**src/rtl/bpred_resolve.sv**
```systemverilog
// Branch-prediction resolve stage: FIFO of in-flight predictions, one record popped
// per retired instruction, registered predictor update / flush. Optional: BPRED_RESOLVE_STATS_EN.
module bpred_resolve #(
    parameter int QUEUE_DEPTH = 8
) (
    input  logic        clk,
    input  logic        reset,
    input  logic        soin_bpredictor_stall,
    input  logic        fetch_valid,
    input  logic [31:0] fetch_PC4,
    input  logic        fetch_p_dir,
    input  logic [11:0] fetch_bimodal,
    input  logic [8:0]  fetch_bit_carry,
    input  logic        exec_valid,
    input  logic        exec_is_branch,
    input  logic        exec_dir,
    input  logic [31:0] exec_target,
    output logic        execute_bpredictor_update,
    output logic [31:0] execute_bpredictor_PC4,
    output logic [31:0] execute_bpredictor_target,
    output logic        execute_bpredictor_dir,
    output logic        execute_bpredictor_miss,
    output logic [11:0] execute_bpredictor_bimodal,
    output logic [29:0] up_btb_data,
    output logic [8:0]  up_carry_data,
    output logic [3:0]  byte_en,
    output logic        flush,
    output logic [31:0] redirect_PC,
    output logic        queue_full,
    output logic [1:0]  err_sticky,
    output logic [31:0] bpredictor_resolve_debug,
    input  logic        resolve_debug_sel
);

    localparam int PTR_W = $clog2(QUEUE_DEPTH);
    localparam int CNT_W = PTR_W + 1;

    typedef struct packed {
        logic [31:0] pc4;
        logic        p_dir;
        logic [11:0] bimodal;
        logic [8:0]  bit_carry;
    } rec_t;

    typedef enum logic {NORMAL, FLUSH} state_t;

    rec_t             mem [QUEUE_DEPTH];
    rec_t             head;
    logic [PTR_W-1:0] rd_ptr;
    logic [PTR_W-1:0] wr_ptr;
    logic [CNT_W-1:0] count;
    state_t           state;
    state_t           state_nxt;

    logic active;
    logic full;
    logic empty;
    logic pop;
    logic push;
    logic miss_now;
    logic overflow;
    logic underflow;

    logic        upd_nxt;
    logic        dir_nxt;
    logic [3:0]  be_nxt;
    logic [31:0] redirect_nxt;

    assign head       = mem[rd_ptr];
    assign queue_full = full;

    // A pop frees a slot in the same cycle, so push at full proceeds when paired with a pop.
    always_comb begin
        active    = ~soin_bpredictor_stall;
        full      = (count == CNT_W'(QUEUE_DEPTH));
        empty     = (count == '0);
        pop       = exec_valid & active & ~empty;
        miss_now  = pop & (exec_is_branch ? (head.p_dir != exec_dir) : head.p_dir);
        push      = fetch_valid & active & (state == NORMAL) & (~full | pop) & ~miss_now;
        overflow  = fetch_valid & active & (state == NORMAL) & full & ~pop;
        underflow = exec_valid & active & empty;
    end

    // State register
    always_ff @(posedge clk) begin
        if (reset) state <= NORMAL;
        else       state <= state_nxt;
    end

    // Next-state logic
    always_comb begin
        state_nxt = state;
        if (active) begin
            if (miss_now)             state_nxt = FLUSH;
            else if (state == FLUSH)  state_nxt = NORMAL;
        end
    end

    // Output logic (next values of the registered outputs)
    always_comb begin
        upd_nxt      = pop & (exec_is_branch | miss_now);
        dir_nxt      = exec_is_branch & exec_dir;
        be_nxt       = dir_nxt ? 4'b1111 : 4'b0001;
        redirect_nxt = dir_nxt ? exec_target : head.pc4;
    end

    always_ff @(posedge clk) begin
        if (reset) begin
            rd_ptr <= '0;
            wr_ptr <= '0;
            count  <= '0;
        end else if (miss_now) begin
            rd_ptr <= '0;
            wr_ptr <= '0;
            count  <= '0;
        end else begin
            if (push) wr_ptr <= wr_ptr + 1'b1;
            if (pop)  rd_ptr <= rd_ptr + 1'b1;
            count <= count + CNT_W'(push) - CNT_W'(pop);
        end
    end

    always_ff @(posedge clk) begin
        if (push) mem[wr_ptr] <= '{pc4: fetch_PC4, p_dir: fetch_p_dir,
                                   bimodal: fetch_bimodal, bit_carry: fetch_bit_carry};
    end

    always_ff @(posedge clk) begin
        if (reset) begin
            err_sticky <= '0;
        end else begin
            if (overflow)  err_sticky[1] <= 1'b1;
            if (underflow) err_sticky[0] <= 1'b1;
        end
    end

    always_ff @(posedge clk) begin
        if (reset) begin
            execute_bpredictor_update  <= 1'b0;
            execute_bpredictor_PC4     <= '0;
            execute_bpredictor_target  <= '0;
            execute_bpredictor_dir     <= 1'b0;
            execute_bpredictor_miss    <= 1'b0;
            execute_bpredictor_bimodal <= '0;
            up_btb_data                <= '0;
            up_carry_data              <= '0;
            byte_en                    <= '0;
            flush                      <= 1'b0;
            redirect_PC                <= '0;
        end else begin
            execute_bpredictor_update <= upd_nxt;
            flush                     <= miss_now;
            if (pop) begin
                execute_bpredictor_PC4     <= head.pc4;
                execute_bpredictor_target  <= exec_target;
                execute_bpredictor_dir     <= dir_nxt;
                execute_bpredictor_miss    <= miss_now;
                execute_bpredictor_bimodal <= head.bimodal;
                up_btb_data                <= exec_target[31:2];
                up_carry_data              <= head.bit_carry;
                byte_en                    <= be_nxt;
                redirect_PC                <= redirect_nxt;
            end
        end
    end

`ifdef BPRED_RESOLVE_STATS_EN
    logic [31:0] update_count;
    logic [31:0] miss_count;

    always_ff @(posedge clk) begin
        if (reset) begin
            update_count <= '0;
            miss_count   <= '0;
        end else begin
            if (upd_nxt)  update_count <= update_count + 32'd1;
            if (miss_now) miss_count   <= miss_count + 32'd1;
        end
    end

    assign bpredictor_resolve_debug = resolve_debug_sel ? miss_count : update_count;
`else
    logic unused_debug_sel;
    assign unused_debug_sel         = resolve_debug_sel;
    assign bpredictor_resolve_debug = '0;
`endif

endmodule
```
**config.mk**
```make
export PLATFORM = sky130hd
export DESIGN_NAME = bpred_resolve
export DESIGN_NICKNAME = d
export VERILOG_FILES = /design/src/rtl/bpred_resolve.sv
export SDC_FILE = /design/constraint.sdc
export NUM_CORES = 1
export LEC_CHECK = 0
export BUFFER_PORTS_ARGS = -buffer_cell sky130_fd_sc_hd__buf_4
export CAP_MARGIN = 20
export CORE_MARGIN = 2
export CORE_UTILIZATION = 40
export CTS_CLUSTER_SIZE = 10
export DETAILED_ROUTE_END_ITERATION = 8
export HOLD_SLACK_MARGIN = 0.03
export PLACE_DENSITY_LB_ADDON = 0.15
export SLEW_MARGIN = 20
export SYNTH_ARGS = -nofsm -noshare
export SYNTH_HDL_FRONTEND = slang
export SYNTH_SLANG_ARGS = --single-unit
```
**constraint.sdc**
```tcl
create_clock -name clk -period 14.6 [get_ports clk]
set_input_delay 2.92 -clock clk [delete_from_list [all_inputs] [get_ports clk]]
set_output_delay 2.92 -clock clk [all_outputs]
set_load 0.01 [all_outputs]
```
After elaboration in Yosys (flattened, before gate mapping)
Memories as Yosys holds them, arrays and structs flattened. A register that Yosys moved wholly into a read port is not among the register bits.
Cells that the tools add are included.
- bits in registers: 168
- bits in latches: 0
- RAM bits: 432
- memory bits (read-only): 0
- memories: 1
- memory list (name ; depth ; bits a word ; rd ports ; clocked after memory_dff ; write ports ; line ; text):
    mem ; 8 ; 54 ; 1 ; 1 ; 1 ; 47 ; rec_t mem [QUEUE_DEPTH];
- $add $sub $neg: 4
- $mul: 0
- div/mod/pow operators: 0
- $lt $le $gt $ge: 0
- equal/unequal tests: 2
- shifts and indexed selects: 0
- muxes and demuxes: 8
- bitwise operators: 20
- reduce and logical (&&, ||, !) cells: 2
- operators by type and width (cell ; number):
    two-way mux 32 bit ; 1
    AND 1 bit ; 12
    adder 3 x 1 -> 3 bit (second input constant) ; 2
    two-way mux 3 bit ; 2
    NOT 1 bit ; 6
    adder 4 x 1 -> 4 bit ; 1
    equality test 4 bit (second input constant) ; 1
    logical NOT 4 bit ; 1
    two-way mux 1 bit ; 4
    two-way mux 4 bit ; 1
    subtractor 4 x 1 -> 4 bit ; 1
    bitwise OR 1 bit ; 2
    OR reduction 2 bit ; 1
    inequality test 1 bit ; 1

Depth between registers and ports, before layout
- word-level depth: 8
- mapped depth: 14
- gate-level depth less buffers: 12

Least setup slack after synthesis
OpenSTA, ideal clock, no wires.
- path kind: input-to-reg
- start: input port soin_bpredictor_stall
- end: memory mem[5][0] (netlist bit), enable pin
- setup time: 0.619 ns
- arrival time: 9.258 ns
- data required time: 13.981 ns
- setup slack: 4.723 ns
- stages on the path: 7
- path buffers: 0
- cells stage by stage: nand2b_1 > inv_2 > nand2_1 > inv_2 > nand3_1 > mux2i_2 > nor4b_1
- longest elaborated chain between the ends: 8
- elaborated cells on any way between the ends: 12
- those cells by class: 2 x mux; 10 x bitwise
- RTL lines (what ; line ; text):
    start: declaration ; 8 ; input logic soin_bpredictor_stall,
    NOT 1 bit (*) ; 74 ; active = ~soin_bpredictor_stall;
    AND 1 bit (2 in series) ; 77 ; pop = exec_valid & active & ~empty;
    bitwise OR 1 bit / AND 1 bit (equally long branches) ; 79, 78 ;
    AND 1 bit / NOT 1 bit (equally long branches) ; 79 ; push = fetch_valid & active & (state == NORMAL) & (~full | pop) & ~miss_now;
    AND 1 bit (*) ; 79 ;
    two-way mux 1 bit (*) ; 124 ; if (push) mem[wr_ptr] <= '{pc4: fetch_PC4, p_dir: fetch_p_dir,
    two-way mux 1 bit (implied by the code) (*) ; 124 ;
    end: declaration ; 47 ;
Mark *: on every way between the ends. The rest lies on a longest branch, timed or not.

==> metrics <==
Yosys reg bits=570; CTS HTree Levels=3; Post-CTS Setup Inserts=0; post_cts resized=0; Vias=between 10000 and 15000; Synth Instances=1299; Setup TNS=0 ns; Hold Path Class=flip-flop to flip-flop; first-pass GRT wire length=74680 um; DRT iter0 DRCs=a little over 700; WL met2=24040 um; antenna cells=0; I/O pin count=284; Req. time, crit path=15.08 ns; share of layout cells above drive strength 1=0.3032; library cells used by synthesis=43; Inserted Clock Buffers=around 70; most frequent CP cell=buf_4; syn avg cell area=16.78 um2; EDFF count, synth=432; Inst Count DP=2153; routed length on met1=22420 um; worst rel slew slack=0.3158; Die Footprint=0.05636 mm2; fin. max-slew vios=0; number of non-filler instances in the completed layout=2269; DR top layer=met5; maxcap violations=0; Die Height=between 200 and 250 um; total gr overflow=0; DRT Pass-1 Iters=5; Placer Congestion=0.7616; drt via density=5.184; CP arrival=5.57 ns; starting density of the core=0.4049; CTS tree=built; asr flop ratio synth=0; Clock Path Buffers=3; overall routing resource usage=0.1787; post-route ant nets=0; pwr dens=approximately 160 mW/mm2; Clock Skew=~0.017 ns; Yosys warning count=0; Final Core Density=0.4851; largest net degree at the start of global routing=87; Critical Path Sink Type=flip-flop; core area=0.05381 mm2; clk_lat worst skew=0.59 ns; Max Freq=slightly below 200 MHz; drc violations=0; worst slew pin tran=1.026 ns; Seq. cell area=between 0.015 and 0.02 mm2; setup ws final=around 9.5 ns; final net count=roughly 1600; ys flop type=edfxtp_1; cell row count=85; fillers=4586; Final period util=0.3483; Max stage delay on crit path=0.76 ns; vias in the first global route=11630; post-route cell area=0.02610 mm2; status=finished, final reports clean; Multi-input gate area=roughly 0.0054 mm2; routed len/inst=22.24 um; # setup viols final=0; DPL Wire Length=28930 um; DRT Wirelength=between 50000 and 60000 um; crit path kind=input pin to flip-flop; mapped cell area=0.02179 mm2; clk sinks=570; worst path cell trace=buf_4, nand2b_1, inv_2, nand2_2, inv_6, buf_4, buf_4, nand2_1, xor2_1, nor3_1; crit path launch type=input pin; worst-path fanout max=86; placed cell area=0.02406 mm2; endpoints failing hold=0; pre-CTS WS=8.928 ns; Worst-path clk slew=0.05 ns; Area Overhead vs Synth=19.79%; RSZ-0062 raised after global routing=no; P_leak=8.781 nW; die width=237.4 um; sequential-to-total area share from yosys stat=0.7221; hold_buf cts=0; Final Critical Period=5.086 ns; CP max-delay cell=buf_4; top cell family by delay on the critical path=buffers and inverters; worst vdd ir=approximately 0.00008 V; Port Buffers=250; root buffer cell=clkbuf_16; initial antenna violation count=5; WL met3=2950 um; crit path buf inv count=5
-- path summary, 6_finish.rpt --
path | start | endpoint | slack [ns] | cells after the start
max | soin_bpredictor_stall | flip-flop | 9.51 | 10
min | redirect_PC[25]$_SDFFE_PP0N_ | redirect_PC[25]$_SDFFE_PP0N_ | 0.45 | 2
max reg2reg | flip-flop | mem[1][11]$_DFFE_PP_ | 10.36 | 7
min reg2reg | redirect_PC[25]$_SDFFE_PP0N_ | redirect_PC[25]$_SDFFE_PP0N_ | 0.45 | 2
-- layer usage --
metal  up-vias  track usage
li1       5391            -
met1      5954       0.2444
met2       328       0.2853
met3        80      0.04680
met4        10      0.04650
met5         -            0
-- report_power, final --
group	internal (W)	total (W)	switching (W)
Sequential	0.00185	0.00192	0.0000741
Clock	0.000948	0.00156	0.000609
Combinational	0.000266	0.000589	0.000324
-- cell usage after synthesis, drive strengths merged (2+ instances only) --
library cell | count | area share
inv | 8 | 0.0014
nand2b | 3 | 0.00086
xor2 | 4 | 0.0016
a211oi | 54 | 0.019
dfxtp | 138 | 0.13
nor4b | 4 | 0.0016
ha | 8 | 0.0046
nor3 | 13 | 0.0030
edfxtp | 432 | 0.60
mux2 | 2 | 0.0010
mux4 | 106 | 0.11
xnor2 | 3 | 0.0012
nor3b | 4 | 0.0016
buf | 102 | 0.031
or3b | 2 | 0.00080
a21oi | 67 | 0.015
clkbuf | 44 | 0.0076
a21o | 2 | 0.00069
nor4 | 4 | 0.0018
mux2i | 57 | 0.026
nand2 | 137 | 0.024
o211ai | 32 | 0.011
nor2 | 62 | 0.011
-- cell type report --
class	instances	share of cell area
Tap cell	696	0.03336
Timing Repair Buffer	273	0.07851
Inverter	8	0.001342
Clock inverter	2	0.001342
Clock buffer	114	0.07703
Multi-Input combinational cell	606	0.2052
Sequential cell	570	0.6032
-- registers in the layout, indices dropped and copies added (netlist names), named ones only --
signal and flops:
state 1, execute_bpredictor_miss 1, execute_bpredictor_target 32, byte_en 2
mem 432, execute_bpredictor_PC4 32, execute_bpredictor_bimodal 12, flush 1
up_carry_data 9, err_sticky 2, wr_ptr 3, execute_bpredictor_update 1
rd_ptr 3, count 4, redirect_PC 32
-- cell usage in the layout, fill, tap and decap left out, types with 4 or more instances in the layout --
cell type,count
xor2_1,4
nor2_1,62
ha_1,8
nor3_1,12
conb_1,32
inv_1,6
a21oi_1,67
buf_4,273
clkbuf_16,73
clkbuf_1,38
mux2i_1,56
mux4_2,106
edfxtp_1,432
a211oi_1,54
nand2_1,135
dfxtp_1,135
nor4b_2,4
o211ai_1,32
-- through the flow --
stage	hold slack [ns]	power, W
2_1_floorplan	0.4723	0.002308
3_3_place_gp	0.4444	0.002548
3_5_place_dp	0.4477	0.002558
4_1_cts	0.4552	0.004129
5_1_grt	0.4771	0.004246
6_report	0.4544	0.004065
-- worst reg2reg max path, delay by kind of cell, from the launching register on --
kind,cells,cell delay (ns)
buffers and inverters,3,1.95
AND/OR/NAND/NOR,3,0.92
flip-flops,1,0.82
multiplexers,1,0.12
-- logic make-up after synthesis --
group,Yosys count,synth area share
AND/OR/NAND/NOR,233,0.04513
adder cells (fa/ha/maj),9,0.005512
flip-flops,570,0.7221
AO/OA/AOI/OAI,160,0.04743
buffers and inverters,154,0.03991
XOR/XNOR,7,0.002814
other,1,0.0001721
multiplexers,165,0.1369
No activity file was read; power rests on OpenSTA's default activity.
